### src/rtl/dcache_pkg.sv
// Shared constants, address-field layout and FSM state type for the L1 data cache.
package dcache_pkg;

    localparam int NUM_LINES = 16;
    localparam int LINE_BITS = 256;
    localparam int ADDR_W    = 32;
    localparam int WORD_W    = 32;
    localparam int WORDS     = LINE_BITS / WORD_W;

    // Byte address = {tag, index, word select, byte offset}
    localparam int OFFSET_W  = 5;
    localparam int INDEX_W   = $clog2(NUM_LINES);
    localparam int TAG_W     = ADDR_W - INDEX_W - OFFSET_W;
    localparam int WSEL_W    = $clog2(WORDS);
    localparam int WSEL_LSB  = 2;
    localparam int INDEX_LSB = OFFSET_W;
    localparam int TAG_LSB   = OFFSET_W + INDEX_W;

    typedef logic [WORDS-1:0][WORD_W-1:0] line_t;

    typedef enum logic [1:0] {
        S_IDLE      = 2'd0,
        S_WRITEBACK = 2'd1,
        S_ALLOCATE  = 2'd2
    } state_e;

endpackage

### src/rtl/dcache_if.sv
// Line-wide request/acknowledge bus between the cache and off-chip data memory.
interface dcache_if;
    import dcache_pkg::*;

    logic                 req;
    logic                 we;
    logic [ADDR_W-1:0]    addr;
    logic [LINE_BITS-1:0] wdata;
    logic [LINE_BITS-1:0] rdata;
    logic                 ack;

    modport master (output req, output we, output addr, output wdata,
                    input rdata, input ack);
    modport slave  (input req, input we, input addr, input wdata,
                    output rdata, output ack);

endinterface

### src/rtl/dcache_sram.sv
// Tag/valid/dirty/data storage: combinational read, one write port (fill or word store).
module dcache_sram
    import dcache_pkg::*;
(
    input  logic               clk_i,
    input  logic               start_i,
    input  logic [INDEX_W-1:0] index,
    output logic               rd_valid,
    output logic               rd_dirty,
    output logic [TAG_W-1:0]   rd_tag,
    output line_t              rd_line,
    input  logic               wr_fill,
    input  logic               wr_store,
    input  logic [TAG_W-1:0]   wr_tag,
    input  line_t              wr_line,
    input  logic [WSEL_W-1:0]  wr_sel,
    input  logic [WORD_W-1:0]  wr_word
);

    logic [NUM_LINES-1:0] valid_q;
    logic [NUM_LINES-1:0] dirty_q;
    logic [TAG_W-1:0]     tag_q  [NUM_LINES];
    line_t                data_q [NUM_LINES];

    assign rd_valid = valid_q[index];
    assign rd_dirty = dirty_q[index];
    assign rd_tag   = tag_q[index];
    assign rd_line  = data_q[index];

    // Line status bits: cleared by reset, set by fill (clean) or store (dirty).
    always_ff @(posedge clk_i) begin
        if (!start_i) begin
            valid_q <= '0;
            dirty_q <= '0;
        end else if (wr_fill) begin
            valid_q[index] <= 1'b1;
            dirty_q[index] <= 1'b0;
        end else if (wr_store) begin
            dirty_q[index] <= 1'b1;
        end
    end

    // Tag and data payload: never reset, invalid lines are masked by valid_q.
    always_ff @(posedge clk_i) begin
        if (wr_fill) begin
            tag_q[index]  <= wr_tag;
            data_q[index] <= wr_line;
        end else if (wr_store) begin
            data_q[index][wr_sel] <= wr_word;
        end
    end

endmodule

### src/rtl/dcache_controller.sv
// Direct-mapped write-back/write-allocate L1 D-cache controller at the MEM stage.
module dcache_controller
    import dcache_pkg::*;
(
    input  logic              clk_i,
    input  logic              start_i,
    input  logic              cpu_MemRead_i,
    input  logic              cpu_MemWrite_i,
    input  logic [ADDR_W-1:0] cpu_addr_i,
    input  logic [WORD_W-1:0] cpu_wdata_i,
    output logic [WORD_W-1:0] cpu_rdata_o,
    output logic              cpu_stall_o,
    dcache_if.master          mem
);

    state_e               state_q, state_d;
    logic                 req_q, req_d;
    logic                 we_q, we_d;
    logic [ADDR_W-1:0]    addr_q, addr_d;
    logic [LINE_BITS-1:0] wdata_q, wdata_d;

    logic [INDEX_W-1:0] index;
    logic [TAG_W-1:0]   req_tag;
    logic [WSEL_W-1:0]  word_sel;
    logic               rd_valid, rd_dirty;
    logic [TAG_W-1:0]   rd_tag;
    line_t              rd_line;
    logic               request, hit, fill_en, store_en;
    logic               unused_byte_bits;

    assign index            = cpu_addr_i[INDEX_LSB +: INDEX_W];
    assign req_tag          = cpu_addr_i[TAG_LSB +: TAG_W];
    assign word_sel         = cpu_addr_i[WSEL_LSB +: WSEL_W];
    assign unused_byte_bits = ^cpu_addr_i[1:0];

    assign request     = cpu_MemRead_i | cpu_MemWrite_i;
    assign hit         = request & rd_valid & (rd_tag == req_tag);
    assign cpu_stall_o = request & ~((state_q == S_IDLE) & hit);
    assign cpu_rdata_o = hit ? rd_line[word_sel] : '0;
    assign store_en    = (state_q == S_IDLE) & hit & cpu_MemWrite_i;

    assign mem.req   = req_q;
    assign mem.we    = we_q;
    assign mem.addr  = addr_q;
    assign mem.wdata = wdata_q;

    dcache_sram u_sram (
        .clk_i    (clk_i),
        .start_i  (start_i),
        .index    (index),
        .rd_valid (rd_valid),
        .rd_dirty (rd_dirty),
        .rd_tag   (rd_tag),
        .rd_line  (rd_line),
        .wr_fill  (fill_en),
        .wr_store (store_en),
        .wr_tag   (req_tag),
        .wr_line  (line_t'(mem.rdata)),
        .wr_sel   (word_sel),
        .wr_word  (cpu_wdata_i)
    );

    // FSM state and registered memory-bus outputs; reset abandons any transaction.
    always_ff @(posedge clk_i) begin
        if (!start_i) begin
            state_q <= S_IDLE;
            req_q   <= 1'b0;
            we_q    <= 1'b0;
            addr_q  <= '0;
            wdata_q <= '0;
        end else begin
            state_q <= state_d;
            req_q   <= req_d;
            we_q    <= we_d;
            addr_q  <= addr_d;
            wdata_q <= wdata_d;
        end
    end

    // Next state, next bus values and fill strobe; ack only matters while a request is open.
    always_comb begin
        state_d = state_q;
        req_d   = req_q;
        we_d    = we_q;
        addr_d  = addr_q;
        wdata_d = wdata_q;
        fill_en = 1'b0;
        case (state_q)
            S_IDLE: begin
                if (request && !hit) begin
                    req_d = 1'b1;
                    if (rd_valid && rd_dirty) begin
                        state_d = S_WRITEBACK;
                        we_d    = 1'b1;
                        addr_d  = {rd_tag, index, {OFFSET_W{1'b0}}};
                        wdata_d = rd_line;
                    end else begin
                        state_d = S_ALLOCATE;
                        we_d    = 1'b0;
                        addr_d  = {req_tag, index, {OFFSET_W{1'b0}}};
                    end
                end
            end
            S_WRITEBACK: begin
                if (mem.ack) begin
                    state_d = S_ALLOCATE;
                    we_d    = 1'b0;
                    addr_d  = {req_tag, index, {OFFSET_W{1'b0}}};
                end
            end
            S_ALLOCATE: begin
                if (mem.ack) begin
                    state_d = S_IDLE;
                    req_d   = 1'b0;
                    fill_en = 1'b1;
                end
            end
            default: state_d = S_IDLE;
        endcase
    end

endmodule

### src/flat_wrapper.sv
// flat-port wrapper written by rule: the top's interface ports become plain ports
module dcache_controller_flat import dcache_pkg::*;
  (clk_i, start_i, cpu_MemRead_i, cpu_MemWrite_i, cpu_addr_i, cpu_wdata_i, cpu_rdata_o, cpu_stall_o, mem_req, mem_we, mem_addr, mem_wdata, mem_rdata, mem_ack);
  dcache_if mem_i ();
  input  logic clk_i;
  input  logic start_i;
  input  logic cpu_MemRead_i;
  input  logic cpu_MemWrite_i;
  input  logic [ADDR_W-1:0] cpu_addr_i;
  input  logic [WORD_W-1:0] cpu_wdata_i;
  output logic [WORD_W-1:0] cpu_rdata_o;
  output logic cpu_stall_o;
  output wire logic [$bits(mem_i.req)-1:0] mem_req;
  output wire logic [$bits(mem_i.we)-1:0] mem_we;
  output wire logic [$bits(mem_i.addr)-1:0] mem_addr;
  output wire logic [$bits(mem_i.wdata)-1:0] mem_wdata;
  input wire logic [$bits(mem_i.rdata)-1:0] mem_rdata;
  input wire logic [$bits(mem_i.ack)-1:0] mem_ack;
  assign mem_req = mem_i.req;
  assign mem_we = mem_i.we;
  assign mem_addr = mem_i.addr;
  assign mem_wdata = mem_i.wdata;
  assign mem_i.rdata = mem_rdata;
  assign mem_i.ack = mem_ack;
  dcache_controller u_core (.clk_i(clk_i), .start_i(start_i), .cpu_MemRead_i(cpu_MemRead_i), .cpu_MemWrite_i(cpu_MemWrite_i), .cpu_addr_i(cpu_addr_i), .cpu_wdata_i(cpu_wdata_i), .cpu_rdata_o(cpu_rdata_o), .cpu_stall_o(cpu_stall_o), .mem(mem_i));
endmodule
### config.mk
export PLATFORM = sky130hd
export DESIGN_NAME = dcache_controller_flat
export DESIGN_NICKNAME = d
export VERILOG_FILES = /design/src/rtl/dcache_pkg.sv /design/src/rtl/dcache_if.sv /design/src/rtl/dcache_sram.sv /design/src/rtl/dcache_controller.sv /design/src/flat_wrapper.sv
export SDC_FILE = /design/constraint.sdc
export NUM_CORES = 2
export LEC_CHECK = 0
export BUFFER_PORTS_ARGS = -buffer_cell sky130_fd_sc_hd__buf_2
export CAP_MARGIN = 20
export CORE_MARGIN = 1.5
export CORE_UTILIZATION = 60
export DETAILED_ROUTE_END_ITERATION = 8
export PLACE_DENSITY = 0.74
export SLEW_MARGIN = 30
export SYNTH_ARGS = -nofsm -noshare
export SYNTH_HDL_FRONTEND = slang
export SYNTH_MEMORY_MAX_BITS = 65536
export SYNTH_SLANG_ARGS = --single-unit
### constraint.sdc
create_clock -name clk_i -period 7.5 [get_ports clk_i]
set_input_delay 1.125 -clock clk_i [delete_from_list [all_inputs] [get_ports clk_i]]
set_output_delay 1.125 -clock clk_i [all_outputs]
set_load 0.1 [all_outputs]
==> flow_summary.yaml <==
critical_path:
  cp-start-kind: "input pin"
  critical_path_required_ns: 6.38
  reg2reg_from: "u_core.u_sram.tag_q[13][7]"
  r2r-end: "u_core.u_sram.data_q[6][137]"
  end_kind: "output pin"
  path_class: "input pin to output pin"
  ff2ff_setup_slack_ns: 2.59
  crit_fanout: 48
  worstPathArrival_ns: 5.87
  rr_worst_depth: 11
place:
  portBuffers: 640
  hpwl_um: 362200
  place_ws_ns: 0.6803
  finalWeightedCongestion: 0.9217
timing:
  tightest_slew_ns: 1.187
  max_freq_ghz: 0.1431
  period_needed_ns: 6.990
  setup_violations: 0
  skew_ns: 0.08964
  fin_crit_sh_pct: 93.20
  slew_viol_final: 0
  final_hold_viol_count: 0
  rsz0062_at_grt: "no"
  tns_ns: 0
  max_slew_margin_pct: 20.85
  worst_slack_ns: 0.5097
clocking:
  numClockSinks: 4783
  postCtsSetupBuffers: 0
  cts.repair.resized: 0
  clk_pin_slew_worst_paths_ns: 0.06
  cts_max_path_buffers: 4
  cts_made_buffers: 461
  cts_root_buf: "clkbuf_16"
  cts_hold_buf: 0
  htree_levels: 5
  clkLatencyLatePin_ns: 1.04
  tritoncts: "built"
die:
  rows: 204
  io_pins: 648
  coreArea_mm2: 0.3091
  fp.dieW_um: 560.8
  die-area_mm2: 0.3145
  die_y_um: 560.8
  start_util_pct: 60.39
route:
  wl_per_cell_um: 42.22
  dr_total_vias: 102605
  via_per_inst: 7.204
  postRouteAntennaNets: 0
  wirelength_um: 601400
  drt-initial-drc-count: 17868
  drc: 0
  drt-pass1-iter-count: 9
global_route:
  grt_pass1_vias: 98258
  grt_pass1_wl_um: 809600
  grt_max_degree: 212
  antenna_found_initial: 112
  grt.total_usage_pct: 38.20
  gr-total-overflow: 0
layout:
  final_cell_mix: "4464 x edfxtp_1, 1365 x mux4_2, 605 x nand2_1, 597 x buf_2, 464 x clkbuf_16"
  drive_gt1_share_pct: 34.75
  area_growth_pct: 14.75
  final_common_cell: "edfxtp_1"
  fin_util_pct: 69.30
  nets: 9852
  fill_cells: 18125
logic_synthesis:
  seq_area_frac_synth_pct: 75.23
  synth_cell_types: 70
  synth_warnings: 0
  ys.flop_type: "edfxtp_1"
  synth_edf_count: 4464
  ys_seq_elements: 4783
  avgSynthCellArea_um2: 21.63
  postSynth.asyncResetShare_pct: 0
  postSynthCellCount: 8629
  syn_area_mm2: 0.1867
pwr:
  leakagePower_nw: 68.58
  power_mw: 56.70
  p_per_area_mw_per_mm2: 264.7
  ir_worst_vdd_uv: 228.7
flow_run:
  cap_violations: 0
status:
  status: "finished clean"
min_path:
  hold_path_depth: 2
  min_path_type: "register to register"
[critical path, stage by stage]
cell and delay [ns]:
buf_4 0.60, buf_4 0.46, buf_4 0.38, mux2i_1 0.14
a22oi_1 0.32, and3_1 0.21, o221ai_1 0.13, o32ai_1 0.26
nand4_1 0.26, nor3_2 0.40, inv_1 0.26, buf_4 0.31
nor2_1 0.67, buf_12 0.26
[power breakdown]
part | total [mW] | switching (mW) | internal [mW]
Combinational | 3.81 | 2.65 | 1.16
Clock | 23.5 | 10.2 | 13.3
Sequential | 29.4 | 0.0569 | 29.4
[cells in the mapped netlist, drive strengths merged (4+ instances only)]
master,count,area share (%)
edfxtp,4464,72
mux4,1365,16
nand2,606,1.2
mux2i,352,1.9
dfxtp,319,3.4
clkbuf,291,0.59
mux2,272,1.6
buf,263,0.74
a21oi,157,0.44
o22ai,133,0.45
nor2,69,0.14
inv,46,0.092
o21ai,37,0.099
or4,31,0.12
nand4,26,0.087
o211ai,18,0.072
o21a,18,0.072
nand3,17,0.046
a22oi,15,0.060
xnor2,12,0.056
and2,9,0.030
nor2b,9,0.030
o211a,9,0.048
and3,8,0.027
nor3,8,0.027
a221oi,7,0.033
nand2b,6,0.020
a31oi,5,0.017
o221ai,5,0.023
or2,5,0.017
or3b,4,0.019
[worst max path at each step]
stage | to | startpoint | slack (ns)
after floorplan | cpu_rdata_o[30] | cpu_addr_i[6] | 1.00
after global placement | cpu_rdata_o[30] | cpu_addr_i[6] | 0.51
after detailed placement | cpu_rdata_o[21] | cpu_addr_i[6] | 0.68
after CTS | cpu_rdata_o[21] | cpu_addr_i[6] | 0.65
after global routing | cpu_rdata_o[21] | cpu_addr_i[6] | 0.53
final | cpu_rdata_o[21] | cpu_addr_i[8] | 0.51
[per-layer routing]
layer	GRT usage, %	vias up	share of wire [%]
met2	56.01	9662	45
met3	11.65	1729	14
li1	-	38023	-
met5	0	-	0.028
met1	48.30	53165	32
met4	29.31	26	8.7
[final cells by class]
cell class | count | area, um^2 | area share [%]
Tap cell | 4120 | 5155 | 2.406
Timing Repair Buffer | 985 | 7584 | 3.540
Inverter | 47 | 183.9 | 0.08586
Clock buffer | 583 | 12320 | 5.750
Clock inverter | 268 | 2904 | 1.356
Sequential cell | 4783 | 140400 | 65.56
Antenna cell | 208 | 520.5 | 0.2430
Multi-Input combinational cell | 3249 | 45110 | 21.06
[sequential cells by signal, summed over array words and instances, names as in the netlist, named ones only]
| signal | flops |
|---|---|
| u_core.u_sram.data_q | 4096 |
| u_core.mem.we | 1 |
| u_core.mem.wdata | 256 |
| u_core.mem.req | 1 |
| u_core.mem.addr | 27 |
| u_core.u_sram.tag_q | 368 |
| u_core.u_sram.valid_q | 16 |
| u_core.state_q | 2 |
[stage by stage]
stage          instance area, um^2  hold WS (ns)  instances
3_5_place_dp                198400        0.4420      13181
2_1_floorplan               186700        0.4204       8633
4_1_cts                     213600        0.4510      14032
6_report                    214200        0.4521      14243
5_1_grt                     213800        0.4708      14080
3_3_place_gp                198300        0.4379      13179
[cells by family (layout without fill, tap and decap cells)]
| group | Yosys count | after routing | share of synthesized area [%] |
|---|---|---|---|
| AO/OA/AOI/OAI | 434 | 434 | 1.458 |
| multiplexers | 1989 | 1989 | 20.00 |
| XOR/XNOR | 15 | 15 | 0.07038 |
| flip-flops | 4783 | 4783 | 75.23 |
| other | 1 | 213 | 0.002009 |
| buffers and inverters | 601 | 1883 | 1.418 |
| AND/OR/NAND/NOR | 806 | 806 | 1.817 |
(Power assumes the default switching activity.)
